File: src/rtl/instr_fetch.sv
// -----------------------------------------------------------------------------
// instr_fetch
//
// Instruction fetch unit for the decode controller. It issues sequential reads
// to a synchronous instruction memory, buffers the returned words in a small
// prefetch FIFO and presents the head word as o_instr/o_valid. The head word
// advances whenever the consumer asserts i_next_instr. A jump reloads the PC,
// throws away every buffered and in-flight word, and raises o_exe_flush for
// the following cycle.
//
// Parameters
//   WIDTH_INSTR  instruction word width
//   WIDTH_JDATA  PC / jump target width (instruction-word addressed)
//   FIFO_DEPTH   prefetch entries, power of 2, >= 2
//   RESET_PC     PC value after reset
//
// Ports
//   i_clk         clock, all state on rising edge
//   i_rst_n       synchronous active-low reset
//   i_run         fetch enable; 0 stops new reads, buffered words still drain
//   o_imem_rd     read strobe to instruction memory
//   o_imem_addr   read address (current PC)
//   i_imem_rdata  read data, valid the cycle after o_imem_rd
//   o_instr       FIFO head word (show-ahead)
//   o_valid       o_instr holds a live instruction
//   i_next_instr  consumer accepts the head word this cycle
//   i_jump        redirect request this cycle
//   i_jdata       jump target, sampled when i_jump=1
//   o_exe_flush   one-cycle squash pulse following a jump
// -----------------------------------------------------------------------------
module instr_fetch #(
  parameter int unsigned WIDTH_INSTR = 16,
  parameter int unsigned WIDTH_JDATA = 24,
  parameter int unsigned FIFO_DEPTH  = 4,
  parameter logic [WIDTH_JDATA-1:0] RESET_PC = '0
) (
  input  logic                   i_clk,
  input  logic                   i_rst_n,
  input  logic                   i_run,
  output logic                   o_imem_rd,
  output logic [WIDTH_JDATA-1:0] o_imem_addr,
  input  logic [WIDTH_INSTR-1:0] i_imem_rdata,
  output logic [WIDTH_INSTR-1:0] o_instr,
  output logic                   o_valid,
  input  logic                   i_next_instr,
  input  logic                   i_jump,
  input  logic [WIDTH_JDATA-1:0] i_jdata,
  output logic                   o_exe_flush
);

  localparam int unsigned PW = (FIFO_DEPTH > 1) ? $clog2(FIFO_DEPTH) : 1;
  localparam int unsigned CW = PW + 1;

  logic [WIDTH_JDATA-1:0] r_pc;
  logic [CW-1:0]          r_count;
  logic [PW-1:0]          r_rd_ptr;
  logic [PW-1:0]          r_wr_ptr;
  logic                   r_inflight;
  logic                   r_discard;
  logic                   r_exe_flush;
  logic [WIDTH_INSTR-1:0] r_fifo [FIFO_DEPTH];

  logic                   w_valid;
  logic                   w_pop;
  logic                   w_push;
  logic                   w_issue;
  logic [CW:0]            w_occupancy;

  // Credit check counts the word still in flight as already occupying a slot,
  // so the return of an issued read can never find the FIFO full. A pop in the
  // same cycle frees a slot early, which keeps the stream at one word per cycle
  // even with a two-entry FIFO.
  always_comb begin
    w_valid     = (r_count != '0);
    w_pop       = i_next_instr & w_valid & ~i_jump;
    w_push      = r_inflight & ~r_discard & ~i_jump;
    w_occupancy = {1'b0, r_count} + {{CW{1'b0}}, r_inflight} - {{CW{1'b0}}, w_pop};
    w_issue     = i_rst_n & i_run & ~i_jump & (w_occupancy < (CW+1)'(FIFO_DEPTH));
  end

  assign o_imem_rd   = w_issue;
  assign o_imem_addr = r_pc;
  assign o_valid     = i_rst_n & w_valid;
  assign o_instr     = r_fifo[r_rd_ptr];
  assign o_exe_flush = r_exe_flush;

  // Control state. A jump beats everything else: the FIFO is emptied and the
  // memory return arriving in the jump cycle is simply not pushed. No read is
  // issued during the jump cycle, so nothing stale can arrive afterwards and
  // the discard flag never needs to be raised.
  always_ff @(posedge i_clk) begin
    if (!i_rst_n) begin
      r_pc        <= RESET_PC;
      r_count     <= '0;
      r_rd_ptr    <= '0;
      r_wr_ptr    <= '0;
      r_inflight  <= 1'b0;
      r_discard   <= 1'b0;
      r_exe_flush <= 1'b0;
    end else begin
      r_exe_flush <= i_jump;
      r_discard   <= 1'b0;
      if (i_jump) begin
        r_pc       <= i_jdata;
        r_count    <= '0;
        r_rd_ptr   <= '0;
        r_wr_ptr   <= '0;
        r_inflight <= 1'b0;
      end else begin
        r_inflight <= w_issue;
        if (w_issue) begin
          r_pc <= r_pc + WIDTH_JDATA'(1);
        end
        if (w_push) begin
          r_wr_ptr <= r_wr_ptr + PW'(1);
        end
        if (w_pop) begin
          r_rd_ptr <= r_rd_ptr + PW'(1);
        end
        case ({w_push, w_pop})
          2'b10:   r_count <= r_count + CW'(1);
          2'b01:   r_count <= r_count - CW'(1);
          default: r_count <= r_count;
        endcase
      end
    end
  end

  // Storage array needs no reset; r_count alone decides which entries are live.
  always_ff @(posedge i_clk) begin
    if (i_rst_n && w_push) begin
      r_fifo[r_wr_ptr] <= i_imem_rdata;
    end
  end

endmodule

File: config.mk
export PLATFORM = sky130hd
export DESIGN_NAME = instr_fetch
export DESIGN_NICKNAME = d
export VERILOG_FILES = /design/src/rtl/instr_fetch.sv
export SDC_FILE = /design/constraint.sdc
export NUM_CORES = 1
export LEC_CHECK = 0
export BUFFER_PORTS_ARGS = -buffer_cell sky130_fd_sc_hd__buf_2
export CORE_ASPECT_RATIO = 0.7
export CORE_UTILIZATION = 49
export DETAILED_ROUTE_END_ITERATION = 10
export PLACE_DENSITY = 0.76
export SKIP_CTS_REPAIR_TIMING = 1
export SLEW_MARGIN = 20
export SYNTH_ARGS = -nofsm -noshare
export SYNTH_HDL_FRONTEND = slang
export SYNTH_SLANG_ARGS = --single-unit
File: constraint.sdc
create_clock -name i_clk -period 4.5 [get_ports i_clk]
set_input_delay 1.35 -clock i_clk [delete_from_list [all_inputs] [get_ports i_clk]]
set_output_delay 1.35 -clock i_clk [all_outputs]
set_load 0.01 [all_outputs]
After elaboration in Yosys (flattened, before gate mapping)
Memories as Yosys holds them, arrays and structs flattened. A register that Yosys moved wholly into a read port is not among the register bits.
Index checks and enable logic that the tools add are counted.
{ "classes": {"reduce_logical": 5, "muxes": 7, "n_lt_le_gt_ge": 1, "addsub": 7, "eq_ne": 2, "bitwise": 9} }
{ "op_table": {"columns": ["operator", "count"], "rows": [
  ["$mux W24", 2],
  ["$add A24 B1 Y24 const B", 1],
  ["$and A1 B1 Y1", 7],
  ["$pmux W3 S2", 1],
  ["$add A2 B1 Y2 const B", 2],
  ["$add A3 B1 Y4", 1],
  ["$lt A4 B3 Y1 const B", 1],
  ["$mux W2", 2],
  ["$reduce_bool A2 Y1", 2],
  ["$sub A4 B1 Y4", 1],
  ["$add A3 B1 Y3 const B", 1],
  ["$reduce_bool A3 Y1", 1],
  ["$sub A3 B1 Y3 const B", 1],
  ["$eq A2 B1 Y1 const B", 1],
  ["$eq A2 B2 Y1 const B", 1],
  ["$mux W1", 2],
  ["$not A1 Y1", 2],
  ["$reduce_or A2 Y1", 1],
  ["$logic_and A1 B1 Y1", 1]
]} }
{ "totals": {"word_cells": 38, "out_inout_bits": 43, "input_bits": 45, "n_memories": 1, "mem_bits_rw": 64, "reg_bits": 33} }
{ "mem_list": {"columns": ["memory", "depth", "width", "rd", "rd_clocked_by_memory_dff", "wr", "line", "rtl"], "rows": [
  ["r_fifo", 4, 16, 1, 1, 1, "61", "logic [WIDTH_INSTR-1:0] r_fifo [FIFO_DEPTH];"]
]} }

Logic depth before layout (Yosys ltp)
Gate-level depths: netlist of run 1.
{ "logic_depth": {"depth_word": 8, "depth_mapped": 12, "ltp_nobuf": 11} }

Worst setup path after synthesis of run 1
OpenSTA, ideal clock, no wires.
{ "synth_path": {"path_kind": "input -> output", "start": "input port i_jump", "end": "output port o_imem_rd", "arrival_ns": 3.152, "t_required_ns": 3.150, "setup_slack_ns": -0.002, "n_path_buf": 1, "cell_stages": 9, "path_cell_list": "nor3b_1 -> ha_1 -> inv_1 -> ha_1 -> nand4b_1 -> and3_1 -> o221ai_2 -> buf_2 -> nor2_1"} }
{ "synth_via": {"elab_chain_cells": 5, "word_cells_on_any_way": 6, "classes_between": "add/sub (1); order compare (1); bitwise (4)"} }
{ "synth_rtl": {"columns": ["item", "line", "rtl"], "rows": [
  ["start: declaration", "46", "input logic i_jump,"],
  ["$not A1 Y1 *", "75, 78", null],
  ["$and A1 B1 Y1", "75", "w_pop = i_next_instr & w_valid & ~i_jump;"],
  ["$sub A4 B1 Y4", "77", "w_occupancy = {1'b0, r_count} + {{CW{1'b0}}, r_inflight} - {{CW{1'b0}}, w_pop};"],
  ["$lt A4 B3 Y1", "78", "w_issue = i_rst_n & i_run & ~i_jump & (w_occupancy < (CW+1)'(FIFO_DEPTH));"],
  ["$and A1 B1 Y1 *", "78", null],
  ["end: declaration", "40", "output logic o_imem_rd,"]
]} }
Mark *: on every way between the ends. The rest lies on a longest branch, timed or not.

Worst setup path in the final report of run 1
{ "layout_path": {"start": "input port i_jump", "end": "output port o_imem_rd"} }
{ "layout_via": {"elab_chain_cells": 5, "word_cells_on_any_way": 6, "classes_between": "add/sub (1); order compare (1); bitwise (4)"} }
{ "layout_rtl": {"columns": ["item", "line", "rtl"], "rows": [
  ["$not A1 Y1", "75", null],
  ["$and A1 B1 Y1", "75", null],
  ["via w_pop", "64", "logic w_pop;"],
  ["$sub A4 B1 Y4", "77", null],
  ["$lt A4 B3 Y1", "78", null],
  ["$and A1 B1 Y1", "78", null]
]} }
The timed path passes the listed nets, and every way through them passes these cells.

==> results of run 1 <==
[through the flow]
step	hold slack, ns	worst slack [ns]	util, %	instances
after floorplan	0.485	0.153	-	315
after CTS	0.526	0.138	63.0	508
after detailed placement	0.516	0.170	59.0	492
after global placement	0.498	0.268	59.0	492
final	0.524	0.118	63.0	508
after global routing	0.539	0.0535	63.0	508
[layout make-up]
cell class,count,area [um^2]
Sequential cell,99,2620
Inverter,15,56.3
Fill cell,649,3000
Clock buffer,13,262
Tap cell,101,126
Multi-Input combinational cell,185,1500
Timing Repair Buffer,92,473
Clock inverter,3,68.8
[cells in the final DEF (no fill, tap or decap), types with 3 or more instances in the layout]
cell type	n
edfxtp_1	64
inv_1	14
buf_4	5
clkbuf_16	10
mux2i_1	5
and3_1	7
buf_2	87
nand3_1	8
xnor2_1	19
o21ai_1	5
xor2_1	4
o21ai_0	17
dfxtp_1	35
clkbuf_1	3
nor3_1	7
a211oi_1	3
ha_1	9
nand4_1	3
nand2_1	20
nor3_2	4
o211ai_1	3
mux4_2	16
a21oi_1	18
nor2_1	14
[critical path: stages]
cell	delay, ns
buf_2	0.15
nor3b_2	0.22
ha_1	0.17
inv_1	0.04
ha_1	0.30
a311oi_1	0.42
o221ai_2	0.15
nor2_1	0.11
buf_2	0.13
[sequential cells by signal, summed over array words and instances (netlist names), named ones only]
register	count
r_inflight	1
o_imem_addr	24
r_fifo	64
o_exe_flush	1
r_wr_ptr	2
r_count	3
r_rd_ptr	2
[per-layer routing]
metal  vias to the layer above  GRT usage, %  part of all wire [%]
met5                         -             0                     0
li1                       1353             -                     -
met3                        14          5.85                   5.5
met4                         0          7.89                   1.7
met1                      1367          28.0                    47
met2                        84          32.1                    46
[where the power goes]
| group | switching, mW | total (mW) | internal [mW] |
|---|---|---|---|
| clock | 0.309 | 0.831 | 0.522 |
| combinational | 0.0621 | 0.112 | 0.0502 |
| sequential | 0.0226 | 1.01 | 0.984 |
| total | 0.394 | 1.95 | 1.56 |
[final timing paths]
kind                   startpoint         endpoint  slack, ns  cells after the start
setup / recovery           i_jump        o_imem_rd       0.12                      9
hold / removal    o_imem_addr[23]  o_imem_addr[23]       0.52                      2
setup reg to reg       r_count[2]  o_imem_addr[17]       1.46                     11
hold reg to reg   o_imem_addr[23]  o_imem_addr[23]       0.52                      2
[kinds of logic (layout without fill, tap and decap cells)]
group,count (synthesis),in the layout
compound gates,53,53
xor+xnor,23,23
fa+ha+maj,10,10
buf+inv,31,123
flops,99,99
mux,21,21
simple gates,78,78
==> qor.txt, run 1 <==
Minimum clock period - 4.38 ns
CTS clock-pin slew for the worst setup and hold paths - 0.06 ns
Most frequent cell after synthesis - edfxtp_1
Post-synthesis compound-gate area fraction - 7.41%
Chip width - 113 um
VDD IR max - 191 uV
Fin. Hold Viols - 0
Top-area cell type share of the netlist area - 45.3%
GR Util All Layers - 20.8%
Slew HR - 42.4%
Crit Path Max Fanout - 6
Fin nets - 457
Avg WL per Cell - 17.0 um
Max cap viols - 0
Total CTS buffers - 9
Period utilization - 97.4%
Grt total ovfl - 0
Post-synth EDFFs - 64
Design area - 5110 um^2
Worst slew pin tran - 0.864 ns
Antenna Nets Post-Route - 0
Slew Limit Fails - 0
Placed cell areas - 4780 um^2
IO Pins - 88
Crit Path Class - in -> out
Pwr Total - 1.95 mW
DRC viols - 0
Skew final - 0.00456 ns
Largest family of logic cells by synthesized area - simple AND/OR/NAND/NOR gates
CTS tree - yes
Core area - 8110 um^2
Drt pass-1 iters - 4
Leakage Power - 1.82 nW
RSZ-0062 raised after global routing - false
Mapped cell area - 4240 um^2
Initial DRC Count - 145
Req. time, crit path - 3.15 ns
Number of port buffers - 87
First-pass GRT wire length - 13,900 um
WP data arrival - 3.03 ns
Hold Path Class - reg -> reg
CTS sink count - 99
Multiplexer area fraction after synthesis - 9.68%
Setup tns final - 0 ns
Fmax - 228 MHz
# setup viols final - 0
Htree depth - 3
Initial antenna violation count - 0
Sequential area share after synthesis - 61.8%
Vias/cell - 5.55
Clk buf depth - 2
Chip height - 79.8 um
Synthesis-stage register bit count - 99
Top FF cell, synth - edfxtp_1
Post-Synth Adder-Cell Area - 3.13%
# rows - 27
Cell variety after synth - 41
Diode count - 0
Status - complete, no violations
Starting Density - 52.3%
Simple-gate share of the synthesized area - 10.3%
Clock Latency Late Sink - 0.34 ns
Vias in the first global route - 2,766
Layout cell share with drive strength beyond 1 - 32.4%
Worst Setup Start Kind - primary input
Total wire length - 8650 um
Pwr Density - 382 nW/um^2
Syn_area_per_cell - 13.5 um^2
Top post-synthesis cells by area - edfxtp_1 (45%), dfxtp_1 (17%), mux4_2 (8.5%)
Syn Nets - 370
Die ar. - 9040 um^2
Largest net degree at the start of global routing - 34
Commonest cells post-synth - edfxtp_1 (64), dfxtp_1 (35), nand2_1 (20), xnor2_1 (19), a21oi_1 (18)
Synth-to-layout area growth - 20.5%
Gate Count Post-Synth - 315
DPL Wire Length - 6050 um
Syn. warnings - 0
Routability cong. - 0.849
Largest area contributor in the netlist - edfxtp_1
Async SR Flop Fraction - 0%
Critical path capture point type - output pin
Via count - 2,818
Xor/xnor share of the synthesized area - 4.75%
CTS root buf - clkbuf_16
No activity file was read; power rests on OpenSTA's default activity.
==> inputs of run 2 (changes only) <==
--- a/config.mk
+++ b/config.mk
@@ -5,11 +5,13 @@
 export SDC_FILE = /design/constraint.sdc
 export NUM_CORES = 1
 export LEC_CHECK = 0
+export ABC_AREA = 1
 export BUFFER_PORTS_ARGS = -buffer_cell sky130_fd_sc_hd__buf_2
+export CAP_MARGIN = 20
 export CORE_ASPECT_RATIO = 0.7
-export CORE_UTILIZATION = 49
+export CORE_UTILIZATION = 50
 export DETAILED_ROUTE_END_ITERATION = 10
-export PLACE_DENSITY = 0.76
+export PLACE_DENSITY = 0.77
 export SKIP_CTS_REPAIR_TIMING = 1
 export SLEW_MARGIN = 20
 export SYNTH_ARGS = -nofsm -noshare
==> run 2 against run 1 <==
Cell area up 11%. Synthesized cell count up 75%. Count of clock-buffer cells in the layout down 4. Highest routed layer unchanged. Routed wire length up 25%. Sequential share of layout area down 4.9 points. Global-route usage up 1.6 points. Worst setup slack better by 0.10 ns. Clock skew up 0.0017 ns.
==> qor.txt, run 2 <==
Syn_area_per_cell - 8.68 um^2 (was 13.5 um^2)
Critical path's slowest cell - ha_1 (was a311oi_1)
Slew Limit Fails - 0 (unchanged)
Largest register by flop count - r_fifo (unchanged)
Sequential share of power - 51.3% (was 51.6%)
Antenna Nets Post-Route - 0 (unchanged)
Sequential area share after synthesis - 54.8% (was 61.8%)
Routability cong. - 0.879 (was 0.849)
Cell variety after synth - 34 (was 41)
First-pass GRT wire length - 17,400 um (was 13,900 um)
Most frequent cell after synthesis - nand2_1 (was edfxtp_1)
Via count - 4,013 (was 2,818)
Fin. Hold Viols - 0 (unchanged)
Status - complete, no violations (unchanged)
CTS clock-pin slew for the worst setup and hold paths - 0.07 ns (was 0.06 ns)
Most common cell after layout, fill and taps aside - nand2_1 (was buf_2)
RSZ-0062 raised after global routing - false (unchanged)
Vias/cell - 5.23 (was 5.55)
Critical path capture point type - output pin (unchanged)
Crit Path Class - in -> out (unchanged)
DRC viols - 0 (unchanged)
Sw Pwr - 0.427 mW (was 0.394 mW)
Drt pass-1 iters - 5 (was 4)
Vias in the first global route - 3,700 (was 2,766)
Number of port buffers - 87 (unchanged)
Cell mode on critical path - nand2_1
Pwr Density - 345 nW/um^2 (was 382 nW/um^2)
Mapped cell area - 4780 um^2 (was 4240 um^2)
Combinational share of power - 6.6% (was 5.8%)
DPL Wire Length - 7370 um (was 6050 um)
Largest net degree at the start of global routing - 36 (was 34)
Clock Latency Late Sink - 0.34 ns (about the same)
CTS sink count - 99 (unchanged)
Minimum clock period - 4.28 ns (was 4.38 ns)
Worst path cell trace - buf_2 -> inv_1 -> nand2_1 -> nor2_1 -> ha_1 -> inv_1 -> ha_1 -> nand3_1 -> nand2_1 -> nand2_1 -> nand2_1 -> nand2_1 -> nor2_2 -> buf_2 (was buf_2 -> nor3b_2 -> ha_1 -> inv_1 -> ha_1 -> a311oi_1 -> o221ai_2 -> nor2_1 -> buf_2)
Critical path depth - 14 (was 9)
Leakage Power - 2.25 nW (was 1.82 nW)
VDD IR max - 196 uV (was 191 uV)
Post-synth EDFFs - 64 (unchanged)
Largest area contributor in the netlist - edfxtp_1 (unchanged)
Max cap viols - 0 (unchanged)
Grt total ovfl - 0 (unchanged)
Min-delay src - r_rd_ptr[1] (was o_imem_addr[23])
Clk buf depth - 2 (unchanged)
R2R cell count - 14 (was 11)
Hold path cells - 2 (unchanged)
Hold Path Class - reg -> reg (unchanged)
Gate Count Post-Synth - 551 (was 315)
CTS tree - yes (unchanged)
Skew final - 0.00629 ns (was 0.00456 ns)
Worst slew pin tran - 0.920 ns (was 0.864 ns)
Crit path buf inv count - 4 (was 3)
Max reg flops - 64 (unchanged)
Avg WL per Cell - 14.0 um (was 17.0 um)
Crit Path Max Fanout - 2 (was 6)
Fin nets - 694 (was 457)
Async SR Flop Fraction - 0% (unchanged)
Commonest non-fill, non-tap cells in the layout - nand2_1 (146), buf_2 (87), nor2_1 (74) (was buf_2 (87), edfxtp_1 (64), dfxtp_1 (35))
Req. time, crit path - 3.15 ns (about the same)
Crit path largest cell delay - 0.31 ns (was 0.42 ns)
GR Util All Layers - 22.4% (was 20.8%)
Diode count - 0 (unchanged)
Fmax - 234 MHz (was 228 MHz)
CTS root buf - clkbuf_16 (unchanged)
Synthesis-stage register bit count - 99 (unchanged)
Synth-to-layout area growth - 18.1% (was 20.5%)
Internal power - 1.52 mW (was 1.56 mW)
Setup tns final - 0 ns (unchanged)
Core area - 9180 um^2 (was 8110 um^2)
Layout cell share with drive strength beyond 1 - 20.5% (was 32.4%)
Hold slack - 0.477 ns (was 0.524 ns)
Total CTS buffers - 9 (unchanged)
Top-area cell type share of the netlist area - 40.2% (was 45.3%)
Slew HR - 38.6% (was 42.4%)
Final Util - 61.6% (was 63.0%)
Top FF cell, synth - edfxtp_1 (unchanged)
RR Startpoint - r_count[2] (unchanged)
IO Pins - 88 (unchanged)
Die ar. - 9970 um^2 (was 9040 um^2)
WP data arrival - 2.93 ns (was 3.03 ns)
Initial antenna violation count - 0 (unchanged)
Htree depth - 3 (unchanged)
Setup crit start - i_jump (unchanged)
Critical path's top delay family - simple AND/OR/NAND/NOR gates (was compound AO/OA/AOI/OAI gates)
Filler cells - 764 (was 649)
# rows - 29 (was 27)
Commonest cells post-synth - nand2_1 (146), nor2_1 (74), edfxtp_1 (64), o21ai_0 (45), inv_1 (42) (was edfxtp_1 (64), dfxtp_1 (35), nand2_1 (20), xnor2_1 (19), a21oi_1 (18))
Syn Nets - 606 (was 370)
Syn. warnings - 0 (unchanged)
Period utilization - 95.1% (was 97.4%)
Switching Fraction - 21.9% (was 20.2%)
# setup viols final - 0 (unchanged)
Chip height - 83.8 um (was 79.8 um)
Top post-synthesis cells by area - edfxtp_1 (40%), dfxtp_1 (15%), nand2_1 (11%) (was edfxtp_1 (45%), dfxtp_1 (17%), mux4_2 (8.5%))
Initial DRC Count - 252 (was 145)
Starting Density - 52.1% (was 52.3%)
Pwr Total - 1.95 mW (about the same)
Total wire length - 10,800 um (was 8650 um)
Worst Setup Start Kind - primary input (unchanged)
Chip width - 119 um (was 113 um)
Clock share of power - 42.1% (was 42.6%)
[run 2: changes by cell type in the layout (fill, tap and decap cells not counted), sizes merged, moves of 6 or more]
cell	before	now
nor2	14	80
a21oi	19	32
nand2	20	150
and3	7	0
nor3	11	5
inv	14	45
xnor2	19	1
nand3	8	30
buf	92	98
o21ai	22	45
mux4	16	0
o22ai	0	16
[run 2: cell families (layout without fill, tap and decap cells)]
group	count (synthesis)	in the layout	synth area share [%]
simple gates	275	275	24.1
buf+inv	64	157	6.04
fa+ha+maj	10	10	2.77
flops	99	99	54.8
compound gates	101	101	11.9
xor+xnor	2	2	0.366
[run 2: final timing paths]
path	to	slack [ns]
worst min-delay path	register	0.48
worst max-delay path	o_imem_rd	0.22
worst max register to register	o_imem_addr[13]	1.69
worst min register to register	register	0.48
[run 2: cell type report]
type	count	area, um^2	share of cell area (%)
repair buffers	98	518	9.16
inverters	43	161	2.86
clock inverters	7	97.6	1.73
well taps	124	155	2.74
multi-input cells	388	1870	33.1
flip-flops and latches	99	2620	46.4
clock buffers	9	225	3.98
[run 2: tightest hold or removal path, stage by stage (launching register included)]
cell and delay, ns:
dfxtp_1 0.30, inv_1 0.06, a21oi_1 0.07
[run 2: per-stage QoR]
step	cell area, um^2	setup WS, ns	instances
6_report	5650	0.222	768
5_1_grt	5650	0.0756	768
4_1_cts	5650	0.256	768
3_5_place_dp	5330	0.259	752
3_3_place_gp	5330	0.318	752
2_1_floorplan	4780	0.282	551
[run 2: power groups by stage]
stage	Combinational [mW]	Sequential, mW	Clock [mW]
final	0.128	1.00	0.820
after detailed placement	0.127	1.02	0
after floorplan	0.0723	1.02	0
after global routing	0.144	1.00	0.861
after global placement	0.123	1.02	0
after CTS	0.127	0.999	0.835
[run 2: per-layer routing]
metal | up-vias | GRT usage [%] | wire length, um
li1 | 2021 | - | -
met5 | - | 0 | 0
met1 | 1825 | 30.9 | 5000
met3 | 11 | 4.51 | 781
met4 | 0 | 7.48 | 137
met2 | 156 | 35.3 | 4870
